$ cat src/rtl/wb_queue.sv
// rtl/wb_queue.sv - write-back queue merging ALU and load results into one register-file write port
//
// Ports:
//   clk, rst              rising-edge clock, synchronous active-high reset
//   alu_valid/reg/data    ALU result offer; alu_ready accepts it (yields to mem)
//   mem_valid/reg/data    load result offer; mem_ready accepts it (priority source)
//   wb_hold               stalls draining; pushes continue until full
//   write_en/wreg/writedata  register-file write from the queue head (zeros when idle)
//   pend_mask             one bit per register with a queued write outstanding
//   count                 number of queued entries
//
// Build option: define WB_R0_DISCARD_EN to handshake but drop writes to register 0.
module wb_queue #(
    parameter int DEPTH = 4
) (
    input  logic                     clk,
    input  logic                     rst,
    input  logic                     alu_valid,
    input  logic [2:0]               alu_reg,
    input  logic [15:0]              alu_data,
    output logic                     alu_ready,
    input  logic                     mem_valid,
    input  logic [2:0]               mem_reg,
    input  logic [15:0]              mem_data,
    output logic                     mem_ready,
    input  logic                     wb_hold,
    output logic                     write_en,
    output logic [2:0]               wreg,
    output logic [15:0]              writedata,
    output logic [7:0]               pend_mask,
    output logic [$clog2(DEPTH):0]   count
);

    localparam int PW = $clog2(DEPTH);
    localparam int CW = PW + 1;

    logic [2:0]    reg_q  [DEPTH];
    logic [15:0]   data_q [DEPTH];
    logic [PW-1:0] head;
    logic [PW-1:0] tail;

    logic          full;
    logic          take_mem;
    logic          take_alu;
    logic          push;
    logic          pop;
    logic [2:0]    in_reg;
    logic [15:0]   in_data;

    // Readiness depends only on the registered count, so a pop in the same
    // cycle never frees a slot for a push.
    assign full      = (count == CW'(DEPTH));
    assign mem_ready = ~full & ~rst;
    assign alu_ready = ~full & ~mem_valid & ~rst;

    assign take_mem  = mem_valid & mem_ready;
    assign take_alu  = alu_valid & alu_ready;
    assign in_reg    = take_mem ? mem_reg  : alu_reg;
    assign in_data   = take_mem ? mem_data : alu_data;

`ifdef WB_R0_DISCARD_EN
    // Register 0 writes complete the handshake but never occupy a slot.
    assign push = (take_mem | take_alu) & (in_reg != 3'd0);
`else
    assign push = take_mem | take_alu;
`endif

    assign write_en  = (count != '0) & ~wb_hold;
    assign pop       = write_en;
    assign wreg      = write_en ? reg_q[head]  : 3'd0;
    assign writedata = write_en ? data_q[head] : 16'd0;

    // Every live entry, head included, marks its destination as pending.
    always_comb begin
        pend_mask = '0;
        for (int k = 0; k < DEPTH; k++) begin
            if (CW'(k) < count) begin
                pend_mask[reg_q[head + PW'(k)]] = 1'b1;
            end
        end
    end

    always_ff @(posedge clk) begin
        if (rst) begin
            head  <= '0;
            tail  <= '0;
            count <= '0;
        end else begin
            if (push) begin
                reg_q[tail]  <= in_reg;
                data_q[tail] <= in_data;
                tail         <= tail + 1'b1;
            end
            if (pop) begin
                head <= head + 1'b1;
            end
            case ({push, pop})
                2'b10:   count <= count + 1'b1;
                2'b01:   count <= count - 1'b1;
                default: count <= count;
            endcase
        end
    end

endmodule

$ cat config.mk
export PLATFORM = sky130hd
export DESIGN_NAME = wb_queue
export DESIGN_NICKNAME = d
export VERILOG_FILES = /design/src/rtl/wb_queue.sv
export SDC_FILE = /design/constraint.sdc
export NUM_CORES = 1
export LEC_CHECK = 0
export CELL_PAD_IN_SITES_DETAIL_PLACEMENT = 1
export CELL_PAD_IN_SITES_GLOBAL_PLACEMENT = 2
export CORE_ASPECT_RATIO = 1.4
export CORE_MARGIN = 2
export CORE_UTILIZATION = 40
export DETAILED_ROUTE_END_ITERATION = 6
export PLACE_DENSITY_LB_ADDON = 0.1
export SLEW_MARGIN = 20
export SYNTH_ARGS = -nofsm -noshare
export SYNTH_HDL_FRONTEND = slang
export SYNTH_SLANG_ARGS = --single-unit
$ cat constraint.sdc
create_clock -name clk -period 4.1 [get_ports clk]
set_clock_uncertainty 0.2 [all_clocks]
set_input_delay 0.82 -clock clk [delete_from_list [all_inputs] [get_ports clk]]
set_output_delay 0.82 -clock clk [all_outputs]
set_load 0.02 [all_outputs]
-- Word-level counts from Yosys, hierarchy flattened
Memories as Yosys holds them, arrays and structs flattened. A register that Yosys moved wholly into a read port is not among the register bits.
Index checks and enable logic that the tools add are counted.
W data, S select, Z words.
- add/subtract/negate cells: 6
- order comparisons: 12
- equal/unequal tests: 3
- muxes and demuxes: 24
- bitwise gates (word level): 14
- reductions and logical operators: 6
- operator list (operator ; number):
    $mux W16 ; 2
    $mux W8 ; 4
    $or A8 B8 Y8 ; 3
    $lt A3 B4 Y1 const B ; 4
    $demux W1 S3 ; 4
    $ge A3 B1 Y1 const B ; 4
    $mux W2 ; 4
    $mux W1 ; 7
    $and A1 B1 Y1 ; 6
    $lt A1 B3 Y1 const A ; 2
    $lt A2 B3 Y1 const A ; 2
    $mux W3 ; 2
    $pmux W3 S2 ; 1
    $add A2 B1 Y2 const B ; 2
    $add A2 B2 Y2 const B ; 2
    $logic_and A1 B1 Y1 ; 4
    $not A1 Y1 ; 4
    $add A3 B1 Y3 const B ; 1
    $eq A3 B3 Y1 const B ; 1
    $reduce_bool A3 Y1 ; 1
    $sub A3 B1 Y3 const B ; 1
    $eq A2 B1 Y1 const B ; 1
    $eq A2 B2 Y1 const B ; 1
    $reduce_bool A2 Y1 ; 1
    $or A1 B1 Y1 ; 1
- flip-flop bits (word level): 7
- bits in writable memories: 76
- input port bits: 43
- output and inout port bits: 33
- word-level logic and storage cells: 70
- memories kept: 2
- memory list (name ; depth ; bits a word ; read ports ; clocked after memory_dff ; write ports ; RTL line ; source):
    data_q ; 4 ; 16 ; 1 ; 1 ; 1 ; 38 ; logic [15:0] data_q [DEPTH];
    reg_q ; 4 ; 3 ; 4 ; 1 ; 1 ; 37 ; logic [2:0] reg_q [DEPTH];

-- Longest topological paths before layout
Gate-level depths: netlist of run 1.
An unclocked memory read counts as a cell.
- word-level depth: 12
- gate-level depth with buffers: 9
- mapped depth without buffers: 9

-- Worst setup path after synthesis of run 1
Ideal clock, no wire load.
- path kind: input to output
- start point: input rst
- end point: output alu_ready
- data arrival time: 1824 ps
- data required time: 3080 ps
- setup slack: 1256 ps
- stages: 3
- path buffers: 1
- cells stage by stage: buf_2 a21oi_1 nor2b_1
- word-level cells in the longest chain between the ends: 2
- RTL lines (what ; RTL line ; source):
    start: declaration ; 17 ; input logic rst,
    $not A1 Y1 ; 54 ; assign alu_ready = ~full & ~mem_valid & ~rst;
    $and A1 B1 Y1 ; 54 ;
    end: declaration ; 21 ; output logic alu_ready,
No other way between the ends.

-- Worst setup path in the final report of run 1
- start point: register head[0]
- end point: output pend_mask[1]
- word-level cells in the longest chain between the ends: 12
- elaborated cells on any way between the ends: 25
- those cells by class: add/sub: 3; order compare: 6; mux: 9; bitwise: 3; reduce/logical: 3; memory: 1
- RTL lines (what ; RTL line ; source):
    start: declaration ; 39 ; logic [PW-1:0] head;
    start signal: assignment ; 95 ; head <= head + 1'b1;
    $add A2 B1 Y2 ; 78 ; pend_mask[reg_q[head + PW'(k)]] = 1'b1;
    $mem_v2 Z4 W3 * ; n/a ;
    $lt A3 B4 Y1 (implied by the code) / $ge A3 B1 Y1 (equally long branches) ; 78 ;
    $logic_and A1 B1 Y1 (implied by the code) ; 78 ;
    $mux W1 (implied by the code) ; 78 ;
    $demux W1 S3 ; 78 ;
    $or A8 B8 Y8 (no line) ; n/a ;
    $mux W8 ; 77 ; if (CW'(k) < count) begin
    $or A8 B8 Y8 (no line) ; n/a ;
    $mux W8 ; 77 ;
    $or A8 B8 Y8 (no line) ; n/a ;
    $mux W8 * ; 77 ;
    end: declaration ; 30 ; output logic [7:0] pend_mask,
Mark *: on every way between the ends. The rest lies on a longest branch, timed or not.

==> flow_metrics.tcl, run 1 <==
set metrics [dict create \
    drt-pass1-iter-count 4 \
    endpoint_kind "output port" \
    grt.overflow.total 0 \
    crit_fanout 10 \
    setup_tns_ns 0 \
    dp_hpwl_mm 6.50 \
    holdPathStages 2 \
    async_reset_ff_share_pct 0 \
    clk_pin_slew_ns 0.06 \
    ys_ff_latch 85 \
    postSynthAreaPerCell_sq_um 16.4 \
    path_class "flop to output port" \
    clkLatencyLatePin_ns 0.33 \
    fp-row-count 43 \
    grt_pass1_wl_mm 14.6 \
    tritoncts "done" \
    dieWidth_um 90.0 \
    slew_headroom_pct 62.4 \
    r2r-start "count[0]$_SDFFE_PP0P_" \
    p_per_area_mw_per_mm2 583 \
    cts_buffer_depth 2 \
    antenna_found_initial 0 \
    syn-instance-count 253 \
    max-vdd-ir-drop_v 0.000281 \
    numCtsBuffers 9 \
    port_buffers 75 \
    status "complete, no violations" \
    remaining_drc_errors 0 \
    finalSetupViolCount 0 \
    fin_crit_sh_pct 93.9 \
    synth_nets 305 \
    ant_nets 0 \
    reg2reg_depth 6 \
    post-route-util_pct 54.2 \
    min_to "tail[1]$_SDFFE_PP0P_" \
    postCtsSetupBuffers 0 \
    worst_pin_slew_ns 0.559 \
    r2r-end "data_q[1][3]$_DFFE_PP_" \
    synth_ff_type "edfxtp_1" \
    ys_types 39 \
    vias_per_cell 5.25 \
    drive_gt1_share_pct 20.3 \
    cts-resized-gates 0 \
    min_path_type "flop to flop" \
    synth_edf_count 76 \
    yosys_warnings 0 \
    ff2ff_setup_slack_ns 1.42 \
    cts_root_buf "clkbuf_16" \
    cts_hold_buf 0 \
    layout.nets 391 \
    antenna_cells 0 \
    drv_slew 0 \
    fmax_mhz 260 \
    start_kind "flop" \
    arrival_ns 2.83 \
    synth_area_sq_mm 0.00414 \
    floorplan.die_area_sq_mm 0.0112 \
    grt_pass1_vias 2738 \
    cp.required_ns 3.08 \
    first_iter_violations 97 \
    hold_viol_final 0 \
    gr-usage-all-layers_pct 17.2 \
    wl_mm 9.05 \
    cts.sinks 85 \
    dieHeight_um 124 \
    ios 76 \
    maxCapViolations 0 \
    start_util_pct 41.4 \
    htree_levels 3 \
    place.gp.congestion 0.819 \
    area_delta_synth_final_pct 31.0 \
    power_leakage_nw 1.77 \
    hold_path_startpoint "tail[1]$_SDFFE_PP0P_" \
    grt_setup_unrepaired "false" \
    ys_seq_area_share_pct 59.5 \
    min_period_ns 3.85 \
    fp.coreArea_sq_mm 0.0100 \
    via_count 2515 \
    grt_start_max_net_pins 19 \
    wl_per_cell_um 18.9 \
]
where the power goes:
part	leakage (nW)	switching [W]	internal, W
combinational	0.867	0.000620	0.000639
clock	0.137	0.000319	0.000471
sequential	0.768	0.0000799	0.00104
total	1.77	0.00102	0.00214
worst max-delay path, stage by stage (launching register included):
cell and delay, ns:
dfxtp_1 0.64, mux4_2 0.63, nand2b_1 0.19, or3_1 0.31, o311ai_1 0.09, clkdlybuf4s50_1 0.65
per-stage QoR:
step                total power, W  worst slack [ns]  hold WS (ns)  instances  area [sq um]
floorplan                  0.00192              1.26         0.314        253          4140
global placement           0.00239             0.593         0.353        463          5130
detailed placement         0.00241             0.552         0.369        463          5130
CTS                        0.00320             0.224         0.376        479          5420
global route               0.00333            0.0448         0.407        479          5420
finish                     0.00316             0.252         0.367        479          5420
placed cells by master, fill, tap and decap left out, types with 2 or more instances in the layout:
cell / n
mux4_2: 23
ha_1: 9
clkinvlp_4: 2
o32a_1: 3
nand2_1: 6
dfxtp_1: 9
edfxtp_1: 76
mux2_2: 19
mux4_1: 5
xor2_1: 2
o21ai_0: 2
a21oi_1: 3
o221ai_1: 5
mux2i_1: 2
nor2_1: 13
and2_1: 4
or3_1: 2
buf_4: 7
clkbuf_16: 9
inv_1: 8
xnor2_1: 3
o22a_1: 3
a211oi_1: 2
or2_1: 2
nand2b_1: 10
clkdlybuf4s50_1: 75
nor2b_1: 20
buf_12: 4
area by class of cell:
class                      instances  area (sq um)
clock inverter                     6          62.6
fill                             976          4580
sequential                        85          2460
clock buffer                      10           229
inverter                           8          30.0
tap                              135           169
multi-input combinational        149          1590
timing repair buffer              86           883
cells in the mapped netlist, types with 2 or more instances:
master | instances | share of area (%)
or2_1 | 2 | 0.30
a211oi_1 | 2 | 0.36
buf_2 | 5 | 0.60
o22a_1 | 3 | 0.63
mux2_2 | 19 | 5.2
dfxtp_1 | 9 | 4.4
or3_1 | 2 | 0.30
edfxtp_1 | 76 | 55
mux4_1 | 5 | 3.2
clkbuf_1 | 3 | 0.27
a21oi_1 | 3 | 0.36
nand2b_1 | 10 | 1.5
xor2_1 | 2 | 0.42
o21ai_0 | 2 | 0.24
mux2i_1 | 2 | 0.48
and2_1 | 4 | 0.60
inv_1 | 8 | 0.73
nor2_1 | 13 | 1.2
o32a_1 | 3 | 0.73
o221ai_1 | 5 | 1.1
xnor2_1 | 3 | 0.63
nor2b_1 | 20 | 3.0
mux4_2 | 23 | 13
nand2_1 | 6 | 0.54
ha_1 | 9 | 2.7
cell families after synthesis:
| kind of cell | count (synthesis) | synth area share (%) |
|---|---|---|
| flops | 85 | 59.5 |
| simple gates | 60 | 7.98 |
| mux | 49 | 21.3 |
| compound gates | 26 | 5.23 |
| buf+inv | 19 | 2.18 |
| fa+ha+maj | 9 | 2.72 |
| xor+xnor | 5 | 1.06 |
routing by layer:
layer	track usage [%]	routed length, um
met1	19.6	3670
met2	31.9	4980
met3	3.02	229
met4	6.52	167
met5	0	0
how the worst max path moves through the flow:
stage,from,to,depth (start not counted)
final,head[0]$_SDFFE_PP0P_,pend_mask[1],5
after global routing,head[0]$_SDFFE_PP0P_,pend_mask[1],5
after CTS,head[0]$_SDFFE_PP0P_,pend_mask[1],5
after detailed placement,rst,alu_ready,4
after global placement,rst,alu_ready,4
after floorplan,rst,alu_ready,3
flip-flops by register name, summed over array words and instances (netlist names), named ones only:
signal and flops:
reg_q 12, tail 2, count 3, head 2, data_q 64
Power figures use the tool's default switching activity.
==> inputs of run 2 (changes only) <==
--- a/config.mk
+++ b/config.mk
@@ -11,7 +11,7 @@
 export CORE_MARGIN = 2
 export CORE_UTILIZATION = 40
 export DETAILED_ROUTE_END_ITERATION = 6
-export PLACE_DENSITY_LB_ADDON = 0.1
+export PLACE_DENSITY = 0.83
 export SLEW_MARGIN = 20
 export SYNTH_ARGS = -nofsm -noshare
 export SYNTH_HDL_FRONTEND = slang
==> run 2 against run 1 <==
Against the previous run: worst setup slack worse by 0.10 ns; global-route usage fell by 0.41 points; sequential power barely moved; hold slack better by 0.013 ns; register-to-register slack got worse by 0.07 ns; clock power is 8.4% lower; first-iteration DRC count rose by 33%; via count up 1.7%; critical endpoint unchanged; critical path type unchanged; non-clock buffer count down 2.
==> flow_metrics.tcl, run 2 (same netlist as run 1, synthesis figures left out) <==
set metrics [dict create \
    status "complete, no violations" \
    fp-row-count 43 \
    ant_nets 0 \
    start_kind "flop" \
    hold_viol_final 0 \
    grt_pass1_wl_mm 14.5 \
    arrival_ns 2.93 \
    power_leakage_nw 1.74 \
    startpoint "head[0]$_SDFFE_PP0P_" \
    first_iter_violations 129 \
    power_frac_seq_pct 36.2 \
    max-vdd-ir-drop_v 0.000374 \
    final_cell_mix "edfxtp_1, clkdlybuf4s50_1, mux4_2, nor2b_1, mux2_2" \
    regMostFlops "data_q" \
    area_delta_synth_final_pct 28.9 \
    vias_per_cell 5.36 \
    port_buffers 75 \
    p_sw_share_pct 32.8 \
    largest_reg_flops 64 \
    cts_root_buf "clkbuf_16" \
    fp.coreArea_sq_mm 0.0100 \
    ff2ff_setup_slack_ns 1.35 \
    r2r-end "count[2]$_SDFFE_PP0P_" \
    drt-pass1-iter-count 4 \
    crit_path_end "pend_mask[1]" \
    cts_buffer_depth 2 \
    dieHeight_um 124 \
    numCtsBuffers 9 \
    clkLatencyLatePin_ns 0.33 \
    grt_setup_unrepaired "false" \
    ios 76 \
    wl_mm 9.02 \
    p_per_area_mw_per_mm2 577 \
    reg2reg_depth 7 \
    clock_power_share_pct 23.5 \
    r2r-start "count[0]$_SDFFE_PP0P_" \
    final_common_cell "edfxtp_1" \
    grt.overflow.total 0 \
    p_int_w 0.00207 \
    reg.largest.list "data_q (64), reg_q (12), count (3)" \
    min_path_type "flop to flop" \
    cts-resized-gates 0 \
    cts_hold_buf 0 \
    htree_levels 3 \
    fmax_mhz 253 \
    floorplan.die_area_sq_mm 0.0112 \
    dp_hpwl_mm 6.50 \
    antenna_cells 0 \
    cp.required_ns 3.08 \
    via_count 2557 \
    fin_crit_sh_pct 96.3 \
    gr-usage-all-layers_pct 16.8 \
    p_switching_w 0.00101 \
    grt_pass1_vias 2726 \
    antenna_found_initial 0 \
    worst_pin_slew_ns 0.855 \
    holdWs_ns 0.380 \
    layout.nets 389 \
    wl_per_cell_um 18.9 \
    path_class "flop to output port" \
    min_period_ns 3.95 \
    clk_pin_slew_ns 0.06 \
    endpoint_kind "output port" \
    grt_start_max_net_pins 22 \
    slew_headroom_pct 43.0 \
    crit_fanout 10 \
    maxCapViolations 0 \
    drive_gt1_share_pct 19.6 \
    postCtsSetupBuffers 0 \
    dieWidth_um 90.0 \
    p_comb_share_pct 40.2 \
    start_util_pct 41.4 \
    place.gp.congestion 0.827 \
    cts.sinks 85 \
    setup_tns_ns 0 \
    finalSetupViolCount 0 \
    drv_slew 0 \
    tritoncts "done" \
    remaining_drc_errors 0 \
]
-- run 2: cell count changes in the layout (fill, tap and decap cells not counted) --
cell and delta:
bufinv_16 -1, clkbuf_1 +1, buf_4 +2, clkinv_4 +1, clkinv_2 -1, buf_12 -4
-- run 2: power groups by stage --
stage | logic [W] | registers [W] | clock network [W]
floorplan | 0.000826 | 0.00110 | 0
global placement | 0.00123 | 0.00113 | 0
detailed placement | 0.00124 | 0.00114 | 0
CTS | 0.00125 | 0.00112 | 0.000736
global route | 0.00133 | 0.00113 | 0.000772
finish | 0.00124 | 0.00111 | 0.000724
-- run 2: worst min path at each step --
stage	startpoint	end	slack (ns)	depth (start not counted)
2_1_floorplan	tail[1]$_SDFFE_PP0P_	tail[1]$_SDFFE_PP0P_	0.31	2
3_3_place_gp	tail[1]$_SDFFE_PP0P_	tail[1]$_SDFFE_PP0P_	0.36	2
3_5_place_dp	tail[1]$_SDFFE_PP0P_	tail[1]$_SDFFE_PP0P_	0.36	2
4_1_cts	tail[1]$_SDFFE_PP0P_	tail[1]$_SDFFE_PP0P_	0.38	2
5_1_grt	tail[1]$_SDFFE_PP0P_	tail[1]$_SDFFE_PP0P_	0.41	2
6_report	tail[1]$_SDFFE_PP0P_	tail[1]$_SDFFE_PP0P_	0.38	2
-- run 2: cell type report --
| cell class | instances | area [sq um] |
|---|---|---|
| multi-input combinational | 149 | 1590 |
| clock buffer | 11 | 233 |
| fill | 985 | 4670 |
| tap | 135 | 169 |
| clock inverter | 5 | 36.3 |
| timing repair buffer | 84 | 818 |
| sequential | 85 | 2460 |
| inverter | 8 | 30.0 |
-- run 2: worst max-delay path, stage by stage, from the launching register on --
cell,delay (ns)
dfxtp_1,0.65
mux4_2,0.66
nand2b_1,0.20
or3_1,0.32
o311ai_1,0.11
clkdlybuf4s50_1,0.67
-- run 2: routing by layer --
layer  track usage [%]  share of wire [%]  vias up
li1                  -                  -     1164
met1              19.6                 40     1310
met2              30.1                 54       71
met3              3.39                3.9       12
met4              6.79                2.0        0
met5                 0                  0        -
-- run 2: stage by stage --
step | std cells | util, % | setup slack, ns | area [sq um] | power, W
3_3_place_gp | 461 | 50.6 | 0.366 | 5070 | 0.00236
3_5_place_dp | 461 | 50.6 | 0.345 | 5070 | 0.00238
6_report | 477 | 53.3 | 0.152 | 5340 | 0.00308
2_1_floorplan | 253 | - | 1.26 | 4140 | 0.00192
4_1_cts | 477 | 53.3 | 0.153 | 5340 | 0.00311
5_1_grt | 477 | 53.3 | 0.0408 | 5340 | 0.00323
